**config.mk**
```make
export PLATFORM = sky130hd
export DESIGN_NAME = multicycle_ctrl_fsm
export DESIGN_NICKNAME = d
export VERILOG_FILES = /design/src/rtl/multicycle_ctrl_fsm.sv
export SDC_FILE = /design/constraint.sdc
export NUM_CORES = 1
export LEC_CHECK = 0
export ABC_CLOCK_PERIOD_IN_PS = 2000
export BUFFER_PORTS_ARGS = -buffer_cell sky130_fd_sc_hd__buf_2
export CAP_MARGIN = 20
export CORE_MARGIN = 4
export CORE_UTILIZATION = 49
export DETAILED_ROUTE_END_ITERATION = 10
export GPL_TIMING_DRIVEN = 1
export PLACE_DENSITY = 0.84
export SLEW_MARGIN = 25
export SYNTH_ARGS = -nofsm -noshare
export SYNTH_HDL_FRONTEND = slang
export SYNTH_SLANG_ARGS = --single-unit
```
**constraint.sdc**
```tcl
create_clock -name clk -period 2 [get_ports clk]
set_clock_uncertainty 0.1 [all_clocks]
set_input_delay 0.2 -clock clk [delete_from_list [all_inputs] [get_ports clk]]
set_output_delay 0.2 -clock clk [all_outputs]
set_load 0.02 [all_outputs]
```
**src/rtl/multicycle_ctrl_fsm.sv**
```systemverilog
// Multicycle MIPS control FSM: decodes opcode/funct and drives datapath strobes and ALU control.
// Optional macro ILLEGAL_TRAP_EN: illegal instructions trap (sticky illegalInstr) instead of NOP.
module multicycle_ctrl_fsm #(
   parameter int unsigned MEM_TIMEOUT = 16
) (
   input  logic       clk,
   input  logic       resetN,
   input  logic [5:0] opcode,
   input  logic [5:0] funct,
   input  logic       zero,
   input  logic       memReady,
   output logic [3:0] AluControl,
   output logic       aluSrcA,
   output logic [1:0] aluSrcB,
   output logic       pcWrite,
   output logic       pcWriteCond,
   output logic [1:0] pcSource,
   output logic       iorD,
   output logic       memRead,
   output logic       memWrite,
   output logic       irWrite,
   output logic       regDst,
   output logic       memToReg,
   output logic       regWrite,
   output logic       illegalInstr,
   output logic       memFault,
   output logic [3:0] state
);

   localparam logic [3:0] S_IDLE     = 4'd0;
   localparam logic [3:0] S_FETCH    = 4'd1;
   localparam logic [3:0] S_DECODE   = 4'd2;
   localparam logic [3:0] S_REXEC    = 4'd3;
   localparam logic [3:0] S_RWB      = 4'd4;
   localparam logic [3:0] S_MEMADDR  = 4'd5;
   localparam logic [3:0] S_MEMREAD  = 4'd6;
   localparam logic [3:0] S_MEMWB    = 4'd7;
   localparam logic [3:0] S_MEMWRITE = 4'd8;
   localparam logic [3:0] S_IEXEC    = 4'd9;
   localparam logic [3:0] S_IWB      = 4'd10;
   localparam logic [3:0] S_BRANCH   = 4'd11;
   localparam logic [3:0] S_JUMP     = 4'd12;
   localparam logic [3:0] S_ILLEGAL  = 4'd13;

   localparam logic [5:0] OP_R    = 6'h00;
   localparam logic [5:0] OP_LW   = 6'h23;
   localparam logic [5:0] OP_SW   = 6'h2B;
   localparam logic [5:0] OP_BEQ  = 6'h04;
   localparam logic [5:0] OP_J    = 6'h02;
   localparam logic [5:0] OP_ADDI = 6'h08;

   localparam logic [3:0] ALU_ADD = 4'b0000;
   localparam logic [3:0] ALU_SUB = 4'b0001;
   localparam logic [3:0] ALU_NOT = 4'b0010;
   localparam logic [3:0] ALU_LSL = 4'b0011;
   localparam logic [3:0] ALU_LSR = 4'b0100;
   localparam logic [3:0] ALU_AND = 4'b0101;
   localparam logic [3:0] ALU_OR  = 4'b0110;
   localparam logic [3:0] ALU_SLT = 4'b0111;

   logic [3:0] r_state;
   logic [3:0] w_next;
   logic [7:0] r_waitCnt;
   logic       w_waitState;
   logic       w_timeout;
   logic [3:0] w_rAlu;
   logic       w_functOk;
   logic       w_unused;

   // The zero flag qualifies pcWriteCond in the datapath; the FSM itself never branches on it.
   assign w_unused = zero;

   assign w_waitState = (r_state == S_FETCH) || (r_state == S_MEMREAD) || (r_state == S_MEMWRITE);
   assign w_timeout   = w_waitState && (r_waitCnt == 8'(MEM_TIMEOUT - 1));
   assign memFault    = w_timeout && !memReady;
   assign state       = r_state;

   always_comb begin
      w_rAlu    = ALU_ADD;
      w_functOk = 1'b1;
      case (funct)
         6'h20:   w_rAlu = ALU_ADD;
         6'h22:   w_rAlu = ALU_SUB;
         6'h24:   w_rAlu = ALU_AND;
         6'h25:   w_rAlu = ALU_OR;
         6'h2A:   w_rAlu = ALU_SLT;
         6'h00:   w_rAlu = ALU_LSL;
         6'h02:   w_rAlu = ALU_LSR;
         6'h27:   w_rAlu = ALU_NOT;
         default: w_functOk = 1'b0;
      endcase
   end

   always_comb begin
      w_next = r_state;
      case (r_state)
         S_IDLE:   w_next = S_FETCH;
         // memReady takes priority over a coincident timeout
         S_FETCH: begin
            if (memReady)       w_next = S_DECODE;
            else if (w_timeout) w_next = S_IDLE;
         end
         S_DECODE: begin
            case (opcode)
               OP_R:          w_next = S_REXEC;
               OP_LW, OP_SW:  w_next = S_MEMADDR;
               OP_BEQ:        w_next = S_BRANCH;
               OP_J:          w_next = S_JUMP;
               OP_ADDI:       w_next = S_IEXEC;
               default:       w_next = S_ILLEGAL;
            endcase
         end
         S_REXEC:   w_next = w_functOk ? S_RWB : S_ILLEGAL;
         S_MEMADDR: w_next = (opcode == OP_LW) ? S_MEMREAD : S_MEMWRITE;
         S_MEMREAD: begin
            if (memReady)       w_next = S_MEMWB;
            else if (w_timeout) w_next = S_IDLE;
         end
         S_MEMWRITE: begin
            if (memReady)       w_next = S_FETCH;
            else if (w_timeout) w_next = S_IDLE;
         end
         S_IEXEC:   w_next = S_IWB;
         S_RWB, S_MEMWB, S_IWB, S_BRANCH, S_JUMP: w_next = S_FETCH;
`ifdef ILLEGAL_TRAP_EN
         S_ILLEGAL: w_next = S_ILLEGAL;
`else
         S_ILLEGAL: w_next = S_FETCH;
`endif
         default:   w_next = S_IDLE;
      endcase
   end

   always_ff @(posedge clk or negedge resetN) begin
      if (!resetN) begin
         r_state   <= S_IDLE;
         r_waitCnt <= '0;
      end else begin
         r_state <= w_next;
         if (w_next != r_state)
            r_waitCnt <= '0;
         else if (w_waitState)
            r_waitCnt <= r_waitCnt + 8'd1;
      end
   end

`ifdef ILLEGAL_TRAP_EN
   logic r_illegal;
   always_ff @(posedge clk or negedge resetN) begin
      if (!resetN)
         r_illegal <= 1'b0;
      else if (w_next == S_ILLEGAL)
         r_illegal <= 1'b1;
   end
   assign illegalInstr = r_illegal;
`else
   assign illegalInstr = 1'b0;
`endif

   always_comb begin
      AluControl  = ALU_ADD;
      aluSrcA     = 1'b0;
      aluSrcB     = 2'b00;
      pcWrite     = 1'b0;
      pcWriteCond = 1'b0;
      pcSource    = 2'b00;
      iorD        = 1'b0;
      memRead     = 1'b0;
      memWrite    = 1'b0;
      irWrite     = 1'b0;
      regDst      = 1'b0;
      memToReg    = 1'b0;
      regWrite    = 1'b0;
      case (r_state)
         S_FETCH: begin
            memRead = 1'b1;
            aluSrcB = 2'b01;
            irWrite = memReady;
            pcWrite = memReady;
         end
         S_DECODE: aluSrcB = 2'b11;
         S_REXEC: begin
            aluSrcA    = 1'b1;
            AluControl = w_rAlu;
         end
         S_RWB: begin
            regDst   = 1'b1;
            regWrite = 1'b1;
         end
         S_MEMADDR, S_IEXEC: begin
            aluSrcA = 1'b1;
            aluSrcB = 2'b10;
         end
         S_MEMREAD: begin
            memRead = 1'b1;
            iorD    = 1'b1;
         end
         S_MEMWB: begin
            memToReg = 1'b1;
            regWrite = 1'b1;
         end
         S_MEMWRITE: begin
            memWrite = 1'b1;
            iorD     = 1'b1;
         end
         S_IWB: regWrite = 1'b1;
         S_BRANCH: begin
            aluSrcA     = 1'b1;
            AluControl  = ALU_SUB;
            pcWriteCond = 1'b1;
            pcSource    = 2'b01;
         end
         S_JUMP: begin
            pcWrite  = 1'b1;
            pcSource = 2'b10;
         end
         default: ;
      endcase
   end

endmodule
```
==> results_dict.tcl, run 1 <==
set metrics [dict create \
    synth_enable_flop_cells 0 \
    power_w 0.001882 \
    grt_max_degree 14 \
    pin_count 40 \
    crit_chain "buf_4 -> xnor2_1 -> o32a_2 -> nor2_1 -> buf_2" \
    antenna_found_initial 0 \
    clockBufferDepth 2 \
    power_density_nw_per_um2 1274 \
    worstHoldPathType "input pin to flop" \
    synth_common_cells "nor2_1, nand2_1, dfrtp_1, nand3_1, xnor2_1" \
    fillers 170 \
    finalMaxSlewViolations 0 \
    drtPass1Iterations 4 \
    synth_seq_cells 12 \
    die_x_um 55.46 \
    yosysSeqAreaShare_pct 27.21 \
    start_kind "flop" \
    power_switching_w 0.0009424 \
    synthMuxAreaShare_pct 0 \
    combPwrFrac_pct 69.6 \
    clkSlewWorstSetupHoldPaths_ns 0.07 \
    crit_arrival_ns 1.69 \
    ir_drop_mv 0.9881 \
    ys_types 44 \
    worstPathMaxFanout 10 \
    period_share_pct 99.40 \
    place.gp.congestion 0.9209 \
    fin_nets 212 \
    cts_sinks 12 \
    seq_power_share_pct 20.3 \
    wl_per_cell_um 14.74 \
    design_area_sq_um 1478 \
    drive_gt1_share_pct 36.08 \
    diodes 0 \
    finalSetupViolCount 0 \
    io_buffers 36 \
    synth-compound-area-share_pct 18.03 \
    grt_pass1_wl_mm 5.409 \
    final-hold-violation-count 0 \
    synth_area_leaders "dfrtp_1, nor2_1, xnor2_1" \
    wl_met1_mm 1.310 \
    place_hpwl_mm 2.399 \
    clk_latency_ns 0.27 \
    worstSetupPathType "flop to primary output" \
    highest_layer "met4" \
    ys_warn_count 0 \
    root_buffer "clkbuf_4" \
    setup_tns_ns 0 \
    max_freq_mhz 503.0 \
    total_leakage_power_nw 0.6514 \
    critPathMaxStageDelay_ns 0.44 \
    async_reset_ff_share_pct 100.0 \
    sw_frac_of_total_pct 50.07 \
    cts_tree "yes" \
    htreeDepth 1 \
    netlist_instances 151 \
    intPower_w 0.0009400 \
    synthXorXnorAreaFrac_pct 7.937 \
    dieArea_sq_um 3075 \
    area_growth_syn_to_layout_pct 33.90 \
    num_rows 16 \
    fin_crit_ns 1.988 \
    wl_met2_mm 1.705 \
    wl_met3_um 206 \
    netlist_area_sq_um 1104 \
    cp_slowest_cell "o32a_2" \
    vias_per_cell 5.873 \
    yosys.area_share.simple_pct 39.46 \
    cts_made_buffers 3 \
    pwr-share-clk_pct 10.1 \
    post_synth_fa_ha_maj_area_fraction_pct 1.134 \
    grt_overflow 0 \
    ant_nets 0 \
    synth_top_area_share_pct 27.21 \
    postPlaceCellArea_sq_um 1324 \
    required_ns 1.70 \
    die_h_um 55.46 \
    utilization_pct 72.37 \
    crit_path_end_kind "primary output" \
    status "finished, final reports clean" \
    core_sq_um 2042 \
    grt.total_usage_pct 21.07 \
    drt_wl_total_mm 3.257 \
    vias 1298 \
    synth_top_family_by_area "simple AND/OR/NAND/NOR gates" \
    maxCapViolCount 0 \
    grt_pass1_vias 1178 \
    start_util_pct 54.04 \
    rsz0062_at_grt "true" \
    synth_area_leader_cell "dfrtp_1" \
    synthFlopType "dfrtp_1" \
    drcViolationCount 0 \
    drt_iter0_drc 58 \
    avgSynthCellArea_sq_um 7.308 \
    synth.most_common_cell "nor2_1" \
]
final timing paths:
check                      slack (ns)    startpoint  cells past startpoint            to
max                              0.01      state[3]                      5      memFault
min                              0.15      memReady                      2  r_waitCnt[5]
max reg2reg                      0.08      state[3]                      6  r_waitCnt[7]
min reg2reg                      0.37  r_waitCnt[0]                      1  r_waitCnt[0]
max in group asynchronous        1.36        resetN                      2      state[0]
min in group asynchronous        0.22        resetN                      2  r_waitCnt[2]
per-layer routing:
layer	track usage [%]	vias to the layer above
met3	5.128	4
met5	0	-
met1	25.43	614
li1	-	623
met2	37.67	57
met4	4.167	0
metrics by stage:
step	setup slack, ns	hold WS (ns)	std cells
detailed placement	0.1550	-0.01240	210
global route	-0.1219	0.1517	221
global placement	0.1914	-0.01444	210
floorplan	0.03334	-0.1956	152
CTS	0.003190	0.1405	218
finish	0.01208	0.1458	221
critical path: cells and delay by family (launching register included):
| family | cells | cell delay, ns |
|---|---|---|
| AND/OR/NAND/NOR | 1 | 0.12 |
| AO/OA/AOI/OAI | 1 | 0.44 |
| flip-flops | 1 | 0.42 |
| XOR/XNOR | 1 | 0.11 |
| buffers and inverters | 2 | 0.32 |
power by group through the flow:
stage | logic, W | clock network (W) | registers, W
final | 0.00131 | 0.000190 | 0.000383
after global routing | 0.00143 | 0.000212 | 0.000396
after CTS | 0.00120 | 0.000192 | 0.000371
after detailed placement | 0.00113 | 0 | 0.000371
after global placement | 0.00109 | 0 | 0.000368
after floorplan | 0.000757 | 0 | 0.000384
layout make-up:
cell class                 instances  area, sq um  share of cell area [%]
sequential                        12        304.0                   20.58
tap                               27        33.78                   2.286
timing repair buffer              50        296.5                   20.07
inverter                           2        7.507                  0.5080
clock buffer                       4        36.28                   2.456
multi-input combinational        126        799.5                   54.11
kinds of logic after synthesis:
group,count (synthesis)
DFF,12
AOI/OAI and AO/OA,29
other,1
buffers and inverters,14
xor gates and xnor gates,10
and+or+nand+nor,84
adders and majority gates,1
repair_timing:
item	4_1_cts	5_1_grt
pin swaps	2	2
gates resized for setup	7	12
endpoints found under the hold margin	12	0
endpoints found under the setup margin	3	14
gates cloned	0	0
setup buffers	3	3
hold buffers	1	0
sequential cells by signal (all words and copies together) (netlist names):
register	flops
r_waitCnt	8
state	4
layout by cell type (no fill, tap or decap), types with 3 or more instances in the layout:
| cell | n |
|---|---|
| buf_2 | 34 |
| nor2_1 | 22 |
| buf_4 | 14 |
| nand2_1 | 13 |
| xnor2_1 | 9 |
| dfrtp_1 | 9 |
| nor3_1 | 8 |
| nand3_1 | 8 |
| a21oi_1 | 7 |
| nand2b_1 | 4 |
| o21ai_0 | 4 |
| a31oi_1 | 4 |
| and2_1 | 3 |
| nor2b_1 | 3 |
| nor4_1 | 3 |
| clkbuf_4 | 3 |
| dfrtp_2 | 3 |
Power figures use the tool's default switching activity.
==> run 2, diff against run 1 <==
==> config.mk (replaced) <==
export PLATFORM = sky130hd
export DESIGN_NAME = multicycle_ctrl_fsm
export DESIGN_NICKNAME = d
export VERILOG_FILES = /design/src/rtl/multicycle_ctrl_fsm.sv
export SDC_FILE = /design/constraint.sdc
export NUM_CORES = 1
export LEC_CHECK = 0
export ABC_CLOCK_PERIOD_IN_PS = 2450
export BUFFER_PORTS_ARGS = -buffer_cell sky130_fd_sc_hd__buf_2
export CAP_MARGIN = 20
export CORE_MARGIN = 4
export CORE_UTILIZATION = 40
export DETAILED_ROUTE_END_ITERATION = 10
export GPL_TIMING_DRIVEN = 1
export PLACE_DENSITY = 0.72
export SLEW_MARGIN = 25
export SYNTH_ARGS = -nofsm -noshare
export SYNTH_HDL_FRONTEND = slang
export SYNTH_SLANG_ARGS = --single-unit
export TNS_END_PERCENT = 1
==> constraint.sdc (replaced) <==
create_clock -name clk -period 2.45 [get_ports clk]
set_clock_uncertainty 0.1 [all_clocks]
set_input_delay 0.245 -clock clk [delete_from_list [all_inputs] [get_ports clk]]
set_output_delay 0.245 -clock clk [all_outputs]
set_load 0.02 [all_outputs]
==> results_dict.tcl, run 2 (synthesis results as in run 1) <==
set metrics [dict create \
    status "finished, final reports clean" \
    setup_ws_ns 0.2089 \
    die_x_um 60.53 \
    clk_latency_ns 0.28 \
    root_buffer "clkbuf_4" \
    core_sq_um 2545 \
    largest_register "r_waitCnt" \
    clockBufferDepth 2 \
    period_share_pct 91.48 \
    final_common_cell "buf_2" \
    worstSetupPathType "flop to primary output" \
    total_leakage_power_nw 0.5702 \
    vias 1202 \
    start_kind "flop" \
    regArea_sq_um 300.3 \
    drt_iter0_drc 66 \
    worst_slew_pin_slew_ns 0.5561 \
    final-hold-violation-count 0 \
    finalSetupViolCount 0 \
    grt_max_degree 19 \
    mostFrequentLayoutCells "buf_2, nor2_1, nand2_1" \
    drcViolationCount 0 \
    ant_nets 0 \
    crit_path_end_kind "primary output" \
    holdWs_ns 0.1802 \
    cts_sinks 12 \
    drtPass1Iterations 5 \
    multi_input_area_sq_um 742.0 \
    crit_arrival_ns 1.90 \
    max_freq_mhz 446.2 \
    fin_nets 200 \
    grt_pass1_vias 1010 \
    diodes 0 \
    ctsResizeCount 0 \
    postPlaceCellArea_sq_um 1275 \
    cts_made_buffers 3 \
    power_density_nw_per_um2 984.8 \
    worstHoldPathType "input pin to flop" \
    die_h_um 60.53 \
    start_util_pct 43.36 \
    io_buffers 36 \
    place.gp.congestion 0.8521 \
    worstPathMaxFanout 16 \
    design_area_sq_um 1321 \
    drt_wl_total_mm 2.694 \
    maxCapViolCount 0 \
    largest_reg_flops 8 \
    place_hpwl_mm 2.031 \
    num_rows 18 \
    fillers 261 \
    cts_tree "yes" \
    htreeDepth 1 \
    grt_pass1_wl_mm 4.422 \
    pin_count 40 \
    wl_per_cell_um 12.71 \
    utilization_pct 51.92 \
    vias_per_cell 5.670 \
    required_ns 2.11 \
    dp_slack_ns 0.4266 \
    grt.total_usage_pct 15.69 \
    clkSlewWorstSetupHoldPaths_ns 0.07 \
    dieArea_sq_um 3663 \
    antenna_found_initial 0 \
    finalMaxSlewViolations 0 \
    drive_gt1_share_pct 24.73 \
    grt_overflow 0 \
    rsz0062_at_grt "false" \
    ir_drop_mv 0.7992 \
    area_growth_syn_to_layout_pct 19.73 \
    fin_crit_ns 2.241 \
    setup_tns_ns 0 \
    slew-limit-headroom_pct 62.58 \
]
run 2: cell types whose count changed in the layout (fill, tap and decap cells not counted), moves of 2 or more:
cell	previous run	this run
buf_2	34	36
buf_4	14	1
dfrtp_2	3	0
nor2b_1	3	5
dfrtp_1	9	12
nor2_1	22	24
run 2: timing repair:
action	CTS	global route
endpoints found under the setup margin	0	0
hold endpoints to repair	12	0
hold buffers	1	0
buffers inserted	0	0
run 2: per-stage QoR:
step	instances	total power (W)
floorplan	152	0.0009269
global placement	207	0.001134
detailed placement	207	0.001148
CTS	212	0.001310
global route	212	0.001416
finish	212	0.001301
run 2: per-layer routing:
metal	track usage, %	up-vias	wire [um]
li1	-	602	-
met1	20.68	549	1215
met2	25.00	46	1218
met3	3.191	5	217
met4	6.811	0	43
met5	0	-	0
run 2: path summary, 6_finish.rpt:
kind	end	slack, ns	depth (start not counted)	from
max	memFault	0.21	4	state[3]
min	r_waitCnt[5]	0.18	2	memReady
max reg2reg	r_waitCnt[5]	0.41	5	state[3]
min reg2reg	r_waitCnt[0]	0.37	1	r_waitCnt[0]
max in group asynchronous	r_waitCnt[7]	1.79	2	resetN
min in group asynchronous	r_waitCnt[2]	0.26	2	resetN
run 2: cell type report:
type | instances | area share, %
Timing Repair Buffer | 38 | 14.96
Multi-Input combinational cell | 126 | 56.16
Sequential cell | 12 | 22.73
Inverter | 2 | 0.5682
Tap cell | 30 | 2.841
Clock buffer | 4 | 2.746
run 2: worst max-delay path: stages (launching register included):
cell and delay [ns]:
dfrtp_1 0.63, nand2b_1 0.27, o32a_1 0.45, nor2_1 0.10, buf_2 0.17
run 2: report_power, final:
part	switching, W	internal, W
clock	0.0000695	0.0000906
combinational	0.000491	0.000292
sequential	0.000123	0.000235
==> run 3, diff against run 2 <==
--- a/config.mk
+++ b/config.mk
@@ -5,14 +5,14 @@
 export SDC_FILE = /design/constraint.sdc
 export NUM_CORES = 1
 export LEC_CHECK = 0
-export ABC_CLOCK_PERIOD_IN_PS = 2450
+export ABC_CLOCK_PERIOD_IN_PS = 2029
 export BUFFER_PORTS_ARGS = -buffer_cell sky130_fd_sc_hd__buf_2
 export CAP_MARGIN = 20
-export CORE_MARGIN = 4
-export CORE_UTILIZATION = 40
+export CORE_MARGIN = 2
+export CORE_UTILIZATION = 44
 export DETAILED_ROUTE_END_ITERATION = 10
 export GPL_TIMING_DRIVEN = 1
-export PLACE_DENSITY = 0.72
+export PLACE_DENSITY = 0.8
 export SLEW_MARGIN = 25
 export SYNTH_ARGS = -nofsm -noshare
 export SYNTH_HDL_FRONTEND = slang
==> constraint.sdc (replaced) <==
create_clock -name clk -period 2.03 [get_ports clk]
set_clock_uncertainty 0.1 [all_clocks]
set_input_delay 0.203 -clock clk [delete_from_list [all_inputs] [get_ports clk]]
set_output_delay 0.203 -clock clk [all_outputs]
set_load 0.02 [all_outputs]
==> results_dict.tcl, run 3 (synthesis results as in run 1) <==
set metrics [dict create \
    worstPathMaxFanout 7 \
    total_leakage_power_nw 0.5962 \
    mostFrequentLayoutCells "buf_2, nor2_1, nand2_1" \
    seq_power_share_pct 21.9 \
    area_growth_syn_to_layout_pct 25.17 \
    drcViolationCount 0 \
    core_sq_um 2432 \
    vias 1244 \
    fillers 234 \
    drt_wl_total_mm 2.801 \
    status "finished, final reports clean" \
    place.gp.congestion 0.8786 \
    use_met3_pct 3.889 \
    io_buffers 36 \
    diodes 0 \
    dp_slack_ns 0.1621 \
    root_buffer "clkbuf_4" \
    cts_tree "yes" \
    clockBufferDepth 2 \
    vias_per_cell 5.733 \
    ant_nets 0 \
    fin_nets 205 \
    die_h_um 54.08 \
    start_util_pct 45.37 \
    cts_made_buffers 3 \
    grt_max_degree 16 \
    pwr-share-clk_pct 11.0 \
    power_density_nw_per_um2 1207 \
    ir_drop_mv 0.7607 \
    maxCapViolCount 0 \
    use_met1_pct 24.44 \
    htreeDepth 1 \
    min_to "r_waitCnt[5]" \
    pin_count 40 \
    r2r_cells 5 \
    max_freq_mhz 513.6 \
    sw_frac_of_total_pct 51.13 \
    drt_iter0_drc 33 \
    crit_chain "nor2_2 -> nand3_1 -> nor2_1 -> nand2_1 -> o32ai_2 -> buf_4" \
    combPwrFrac_pct 67.1 \
    worstHoldStart "memReady" \
    worstSetupPathType "flop to primary output" \
    finalMaxSlewViolations 0 \
    critPathMaxStageDelay_ns 0.45 \
    r2r-start "state[0]" \
    final-hold-violation-count 0 \
    grt-busiest-layer "met2" \
    cp_slowest_cell "dfrtp_2" \
    cp_top_family "simple AND/OR/NAND/NOR gates" \
    intPower_w 0.0008147 \
    fin_crit_ns 1.947 \
    final_common_cell "buf_2" \
    drive_gt1_share_pct 29.95 \
    finalSetupViolCount 0 \
    crit_arrival_ns 1.64 \
    use_met2_pct 35.98 \
    r2r_end "state[3]" \
    design_area_sq_um 1381 \
    clkSlewWorstSetupHoldPaths_ns 0.07 \
    place_hpwl_mm 2.206 \
    worstHoldPathType "input pin to flop" \
    regArea_sq_um 302.8 \
    grt_overflow 0 \
    hold_depth 2 \
    critPathBufInv 1 \
    crit_path_end_kind "primary output" \
    reg2reg_slack_ns 0.19 \
    required_ns 1.73 \
    grt.total_usage_pct 20.17 \
    die_x_um 54.08 \
    clk_latency_ns 0.27 \
    setup_ws_ns 0.08289 \
    rsz0062_at_grt "true" \
    cp.depth 6 \
    antenna_found_initial 0 \
    power_switching_w 0.0008524 \
    num_rows 18 \
    dieArea_sq_um 2925 \
    start_kind "flop" \
    largest_register "r_waitCnt" \
    multi_input_area_sq_um 755.7 \
    cts_sinks 12 \
    grt_pass1_vias 1098 \
    grt_pass1_wl_mm 4.436 \
    largest_reg_flops 8 \
    wl_per_cell_um 12.91 \
    postPlaceCellArea_sq_um 1320 \
    drtPass1Iterations 4 \
    period_share_pct 95.92 \
    postCtsSetupRepairBufs 0 \
]
-- run 3: how the worst max path moves through the flow --
stage | from | endpoint | slack [ns]
floorplan | state[3] | pcWrite | 0.06
global placement | state[0] | r_waitCnt[5] | 0.22
detailed placement | state[0] | r_waitCnt[5] | 0.16
CTS | state[0] | aluSrcB[1] | 0.01
global route | state[1] | AluControl[0] | -0.04
finish | state[2] | AluControl[0] | 0.08
-- run 3: worst reg2reg max path: cells and delay by family (launching register included) --
kind | cells | cell delay, ns
AO/OA/AOI/OAI | 2 | 0.68
flip-flops | 1 | 0.48
AND/OR/NAND/NOR | 2 | 0.32
XOR/XNOR | 1 | 0.17
-- run 3: area by class of cell --
| cell class | count | area share (%) |
|---|---|---|
| Multi-Input combinational cell | 126 | 54.71 |
| Timing Repair Buffer | 43 | 17.48 |
| Clock buffer | 4 | 2.627 |
| Sequential cell | 12 | 21.92 |
| Tap cell | 30 | 2.717 |
| Inverter | 2 | 0.5435 |
-- run 3: power groups by stage --
stage | combinational (W) | sequential (W) | clock, W
floorplan | 0.000746 | 0.000379 | 0
global placement | 0.00106 | 0.000354 | 0
detailed placement | 0.00109 | 0.000360 | 0
CTS | 0.00110 | 0.000356 | 0.000189
global route | 0.00124 | 0.000376 | 0.000200
finish | 0.00112 | 0.000365 | 0.000184
-- run 3: through the flow --
stage               hold WS, ns  std cells  total power (W)  TNS [ns]  utilization, %
floorplan               -0.1926        152         0.001124         0               -
global route             0.1461        217         0.001813  -0.07865           56.79
global placement       -0.01282        212         0.001418         0           54.27
CTS                      0.1295        217         0.001641         0           56.17
finish                   0.1354        217         0.001667         0           56.79
detailed placement     -0.01035        212         0.001449         0           54.27
-- run 3: routing by layer --
metal  part of all wire, %  wire length (um)  up-vias
li1                      -                 -      606
met1                    42              1188      590
met2                    50              1407       42
met3                   6.1               172        6
met4                   1.1                32        0
met5                     0                 0        -
-- run 3: repair_timing --
| action | in CTS | in global routing |
|---|---|---|
| resized for setup | 0 | 7 |
| hold buffers | 1 | 0 |
| endpoints found under the setup margin | 0 | 4 |
| endpoints found under the hold margin | 12 | 0 |
